[config.mk]
export PLATFORM = sky130hd
export DESIGN_NAME = word_unpacker
export DESIGN_NICKNAME = d
export VERILOG_FILES = /design/src/rtl/word_unpacker.sv
export SDC_FILE = /design/constraint.sdc
export NUM_CORES = 1
export LEC_CHECK = 0
export CAP_MARGIN = 20
export CORE_MARGIN = 2
export CORE_UTILIZATION = 43
export CTS_CLUSTER_SIZE = 14
export DETAILED_ROUTE_END_ITERATION = 10
export PLACE_DENSITY = 0.76
export SLEW_MARGIN = 5
export SYNTH_ARGS = -nofsm -noshare
export SYNTH_HDL_FRONTEND = slang
export SYNTH_SLANG_ARGS = --single-unit
[constraint.sdc]
create_clock -name clk -period 1.8 [get_ports clk]
set_clock_uncertainty 0.05 [all_clocks]
set_input_delay 0.18 -clock clk [delete_from_list [all_inputs] [get_ports clk]]
set_output_delay 0.18 -clock clk [all_outputs]
set_load 0.03 [all_outputs]
[src/rtl/word_unpacker.sv]
// word_unpacker: splits packed IN_WIDTH words from a FIFO into OUT_WIDTH lanes,
// emitting one lane per cycle, lane 0 (lowest bits) first. A short final word is
// described by in_lanes; in_last marks the end of a packet.

// Per-lane select: passes its lane through only when the lane index points at it,
// so the top level can OR all lanes together into one output mux.
module word_unpacker_lane #(
   parameter int OUT_WIDTH = 8,
   parameter int IW        = 2,
   parameter int LANE      = 0
) (
   input  logic [IW-1:0]        idx,
   input  logic [OUT_WIDTH-1:0] lane,
   output logic [OUT_WIDTH-1:0] masked
);

   assign masked = (idx == IW'(LANE)) ? lane : '0;

endmodule

module word_unpacker #(
   parameter int IN_WIDTH  = 32,
   parameter int OUT_WIDTH = 8,
   parameter int CW        = 3
) (
   input  logic                 clk,
   input  logic                 rst,
   input  logic                 in_valid,
   output logic                 in_ready,
   input  logic [IN_WIDTH-1:0]  in_data,
   input  logic                 in_last,
   input  logic [CW-1:0]        in_lanes,
   output logic                 out_valid,
   input  logic                 out_ready,
   output logic [OUT_WIDTH-1:0] out_data,
   output logic                 out_last
);

   localparam int N  = IN_WIDTH / OUT_WIDTH;
   localparam int IW = $clog2(N);
   localparam logic [CW-1:0] N_CW = CW'(N);

   typedef enum logic {EMPTY, BUSY} state_t;

   state_t                      state_q, state_d;
   logic [IW-1:0]               idx_q, idx_d;
   logic [N-1:0][OUT_WIDTH-1:0] word_q, word_d;
   logic                        last_q, last_d;
   logic [CW-1:0]               lanes_q, lanes_d;

   logic [CW-1:0]               lanes_clamp;
   logic                        at_end;
   logic                        accept;
   logic                        xfer;
   logic [N-1:0][OUT_WIDTH-1:0] masked;
   logic [OUT_WIDTH-1:0]        sel;

   // A lane count of zero or beyond the word width means "full word".
   assign lanes_clamp = (in_lanes == '0 || in_lanes > N_CW) ? N_CW : in_lanes;

   // Final valid lane of the held word is on the output.
   assign at_end = (CW'(idx_q) == lanes_q - CW'(1));

   // Accept a new word when idle, or on the very edge the last lane leaves,
   // which lets consecutive words stream without a bubble.
   assign in_ready  = rst && (state_q == EMPTY || (out_ready && at_end));
   assign accept    = in_valid && in_ready;
   assign out_valid = (state_q == BUSY);
   assign xfer      = out_valid && out_ready;
   assign out_last  = (state_q == BUSY) && last_q && at_end;

   genvar g;
   generate
      for (g = 0; g < N; g++) begin : g_lane
         word_unpacker_lane #(
            .OUT_WIDTH (OUT_WIDTH),
            .IW        (IW),
            .LANE      (g)
         ) u_lane (
            .idx    (idx_q),
            .lane   (word_q[g]),
            .masked (masked[g])
         );
      end
   endgenerate

   // OR-combine the one-hot masked lanes into the output lane.
   always_comb begin
      sel = '0;
      for (int i = 0; i < N; i++) sel = sel | masked[i];
   end

   assign out_data = sel;

   // Next-state: load on accept, step the lane index on transfer, drain to idle.
   always_comb begin
      state_d = state_q;
      idx_d   = idx_q;
      word_d  = word_q;
      last_d  = last_q;
      lanes_d = lanes_q;
      if (accept) begin
         state_d = BUSY;
         idx_d   = '0;
         word_d  = in_data;
         last_d  = in_last;
         lanes_d = lanes_clamp;
      end else if (xfer) begin
         if (at_end) begin
            // Clear the held word so an idle output reads as zero.
            state_d = EMPTY;
            idx_d   = '0;
            word_d  = '0;
            last_d  = 1'b0;
            lanes_d = '0;
         end else begin
            idx_d = idx_q + IW'(1);
         end
      end
   end

   // State register; reset discards any partially emitted word.
   always_ff @(posedge clk or negedge rst) begin
      if (!rst) begin
         state_q <= EMPTY;
         idx_q   <= '0;
         word_q  <= '0;
         last_q  <= 1'b0;
         lanes_q <= '0;
      end else begin
         state_q <= state_d;
         idx_q   <= idx_d;
         word_q  <= word_d;
         last_q  <= last_d;
         lanes_q <= lanes_d;
      end
   end

endmodule

==> flow_summary_export.csv <==
group,metric,value,unit
setup_path,reg2reg_from,"lanes_q[0]",
synth,seq_area_frac_synth,53.2,%
global_routing,use_met3,4.07,%
setup_path,cp_max_fo,2,
synth,synth_top_area_share,53.2,%
synth,synth-async-reset-ratio,100,%
finish,final_common_cell,"clkdlybuf4s50_1",
detailed_routing,ant_nets,0,
finish,multi_input_area,910,um^2
setup_path,cp_data_required_time,1570,ps
clock_network,root_buffer,"clkbuf_8",
finish,final_layout_size_suffix_gt1_share,32.3,%
detailed_routing,firstDrtPassIters,5,
global_routing,grt_max_degree,38,
setup_path,startpoint_type,"register",
setup_path,slowest_delay,400,ps
power,p_leak,1.24,nW
finish,mostFrequentLayoutCells,"clkdlybuf4s50_1, dfrtp_1, a32o_1, nand2_1, buf_6",
floorplanning,core_area,4060,um^2
floorplanning,die-area,4810,um^2
global_routing,use_met1,25.4,%
floorplanning,ios,51,
clock_network,cts.path.max_buffers,2,
run,maxCapViolations,0,
clock_network,cts_max_level,2,
setup_path,crit_chain,"inv_2 > ha_4 > xnor2_4 > o41ai_4 > and2_4 > buf_6",
synth,synth.distinct_cells,22,
timing,final_max_slew_viol_count,0,
setup_path,crit_family,"flip-flops",
synth,yosys.area.top_type,"dfrtp_1",
setup_path,end_kind,"primary output",
synth,synth_edf_count,0,
placed_design,io_buffers,50,
synth,syn-num-nets,197,
timing,period_share,113,%
setup_path,worst-path-buf-inv,2,
timing,worst_slew_pin_slew,466,ps
finish,diodes,0,
synth,postSynthAreaPerCell,12.2,um^2
detailed_routing,via_count,1634,
synth,syn_area,1840,um^2
timing,period_minus_slack,2040,ps
synth,synth-seq-cells,39,
outcome,violations,"negative setup slack",
setup_path,reg2reg_to,"word_q[24]",
clock_network,cts_buffers,5,
global_routing,grt_pass1_wl,8050,um
detailed_routing,drc,0,
synth,ys.flop_type,"dfrtp_1",
placed_design,hpwl,3370,um
timing,fin_ws,-239,ps
timing,timing_hold_violations_final,0,
timing,setup_viol,45,
setup_path,crit_slowest_cell,"dfrtp_1",
setup_path,reg2reg_depth,8,
floorplanning,dieWidth,69.3,um
clock_network,clk_pin_slew_worst_paths,70,ps
setup_path,cp.depth,6,
clock_network,worstSkewPairLatency,290,ps
setup_path,worstPathArrival,1810,ps
global_routing,top_usage_layer,"met2",
detailed_routing,wl_per_cell,21.4,um
finish,syn_to_final_growth,57.5,%
floorplanning,start_util,45.2,%
timing,totalNegativeSetupSlack,-7930,ps
setup_path,critPathKind,"reg -> out",
timing,slew_headroom,68.9,%
outcome,outcome,"finished, violations left",
placed_design,placed_cell_area,2420,um^2
synth,syn-instance-count,151,
power,p_per_area,1930,nW/um^2
clock_network,cts.sinks,39,
detailed_routing,routed_via_density,6.12,
clock_network,cts_tree,"yes",
detailed_routing,wirelength,5710,um
global_routing,antenna_found_initial,0,
floorplanning,rows,23,
min_path,min_path_type,"in -> async",
finish,final_area,2890,um^2
setup_path,reg2reg_slack,-220,ps
power,power,5.58,mW
finish,nNetsFinal,263,
global_routing,gr-total-overflow,0,
finish,nFillCells,246,
timing,max_freq,490,MHz
synth,yosysWarnings,0,
global_routing,grt_pass1_vias,1646,
placed_design,finalWeightedCongestion,0.786,
finish,fin_cells,267,
synth,synth_top_cells_by_area,"dfrtp_1, a32o_1, a22oi_1, ha_1, nand2_1",
global_routing,gr-usage-all-layers,20.9,%
finish,ff_latch_area,978,um^2
placed_design,dp.cells,246,
detailed_routing,drtIter0Drc,154,
timing,rsz0062_at_grt,"true",
power,ir_drop,962,uV
floorplanning,die_height,69.3,um
global_routing,use_met2,37.4,%
-- state kept, by name (all words and copies together), names as in the netlist --
name       flops
word_q        32
lanes_q        3
idx_q          2
last_q         1
out_valid      1
-- per-layer routing --
metal  wire (um)  share of wire [%]  vias up
met5           0                  0        -
met4         128                2.2        0
met3         354                6.2       15
met2        3050                 53       78
met1        2180                 38      814
li1            -                  -      727
-- power breakdown --
part | total, mW | internal, mW | switching, mW
clock network | 0.698 | 0.406 | 0.292
logic | 3.38 | 1.72 | 1.66
registers | 1.51 | 1.23 | 0.282
total | 5.58 | 3.35 | 2.23
-- worst register-to-register path: stages (launching register included) --
cell	delay, ps
dfrtp_1	400
inv_2	70
ha_4	220
xnor2_4	160
buf_6	130
o41a_1	360
buf_6	160
clkbuf_16	160
a32o_1	200
-- cells by family (layout without fill, tap and decap cells) --
logic type,Yosys count,after routing,share of synthesized area (%)
AO/OA/AOI/OAI,58,58,29.4
adder cells (fa/ha/maj),6,6,4.09
AND/OR/NAND/NOR,23,23,5.86
buffers and inverters,22,88,6.07
XOR/XNOR,3,3,1.43
flip-flops,39,39,53.2
-- worst max-delay path by stage --
| stage | from | endpoint | slack [ps] |
|---|---|---|---|
| after floorplan | lanes_q[0] | in_ready | -40 |
| after global placement | lanes_q[1] | word_q[3] | -90 |
| after detailed placement | lanes_q[1] | word_q[22] | -160 |
| after CTS | lanes_q[0] | in_ready | -220 |
| after global routing | lanes_q[0] | in_ready | -330 |
| final | lanes_q[0] | in_ready | -240 |
-- synth_stat cells, types with 2 or more instances --
master / n
a22oi_1: 18
a32o_1: 35
and2_1: 3
buf_1: 3
buf_2: 5
buf_6: 3
clkbuf_1: 5
dfrtp_1: 39
ha_1: 6
inv_1: 6
nand2_1: 14
nor2b_1: 2
o311ai_0: 2
xnor2_1: 2
-- layout make-up --
class	instances	area share (%)
well taps	50	2.16
inverters	6	0.779
multi-input cells	90	31.5
clock buffers	6	2.51
clock inverters	1	1.04
repair buffers	75	28.2
flip-flops and latches	39	33.8
-- repair_timing --
item / in CTS / in global routing
endpoints found under the setup margin: 47 / 49
gates cloned: 0 / 6
hold endpoints to repair: 2 / 0
hold buffers: 1 / 0
resized for setup: 15 / 28
pin swaps: 5 / 7
setup buffers: 2 / 6
-- metrics by stage --
| stage | hold WS, ps | util, % | worst slack (ps) |
|---|---|---|---|
| 3_3_place_gp | -33.5 | 59.7 | -85.5 |
| 4_1_cts | 190 | 64.1 | -217 |
| 2_1_floorplan | -166 | - | -43.8 |
| 6_report | 192 | 71.3 | -239 |
| 5_1_grt | 203 | 71.3 | -326 |
| 3_5_place_dp | -32.7 | 59.7 | -165 |
Power figures use the tool's default switching activity.
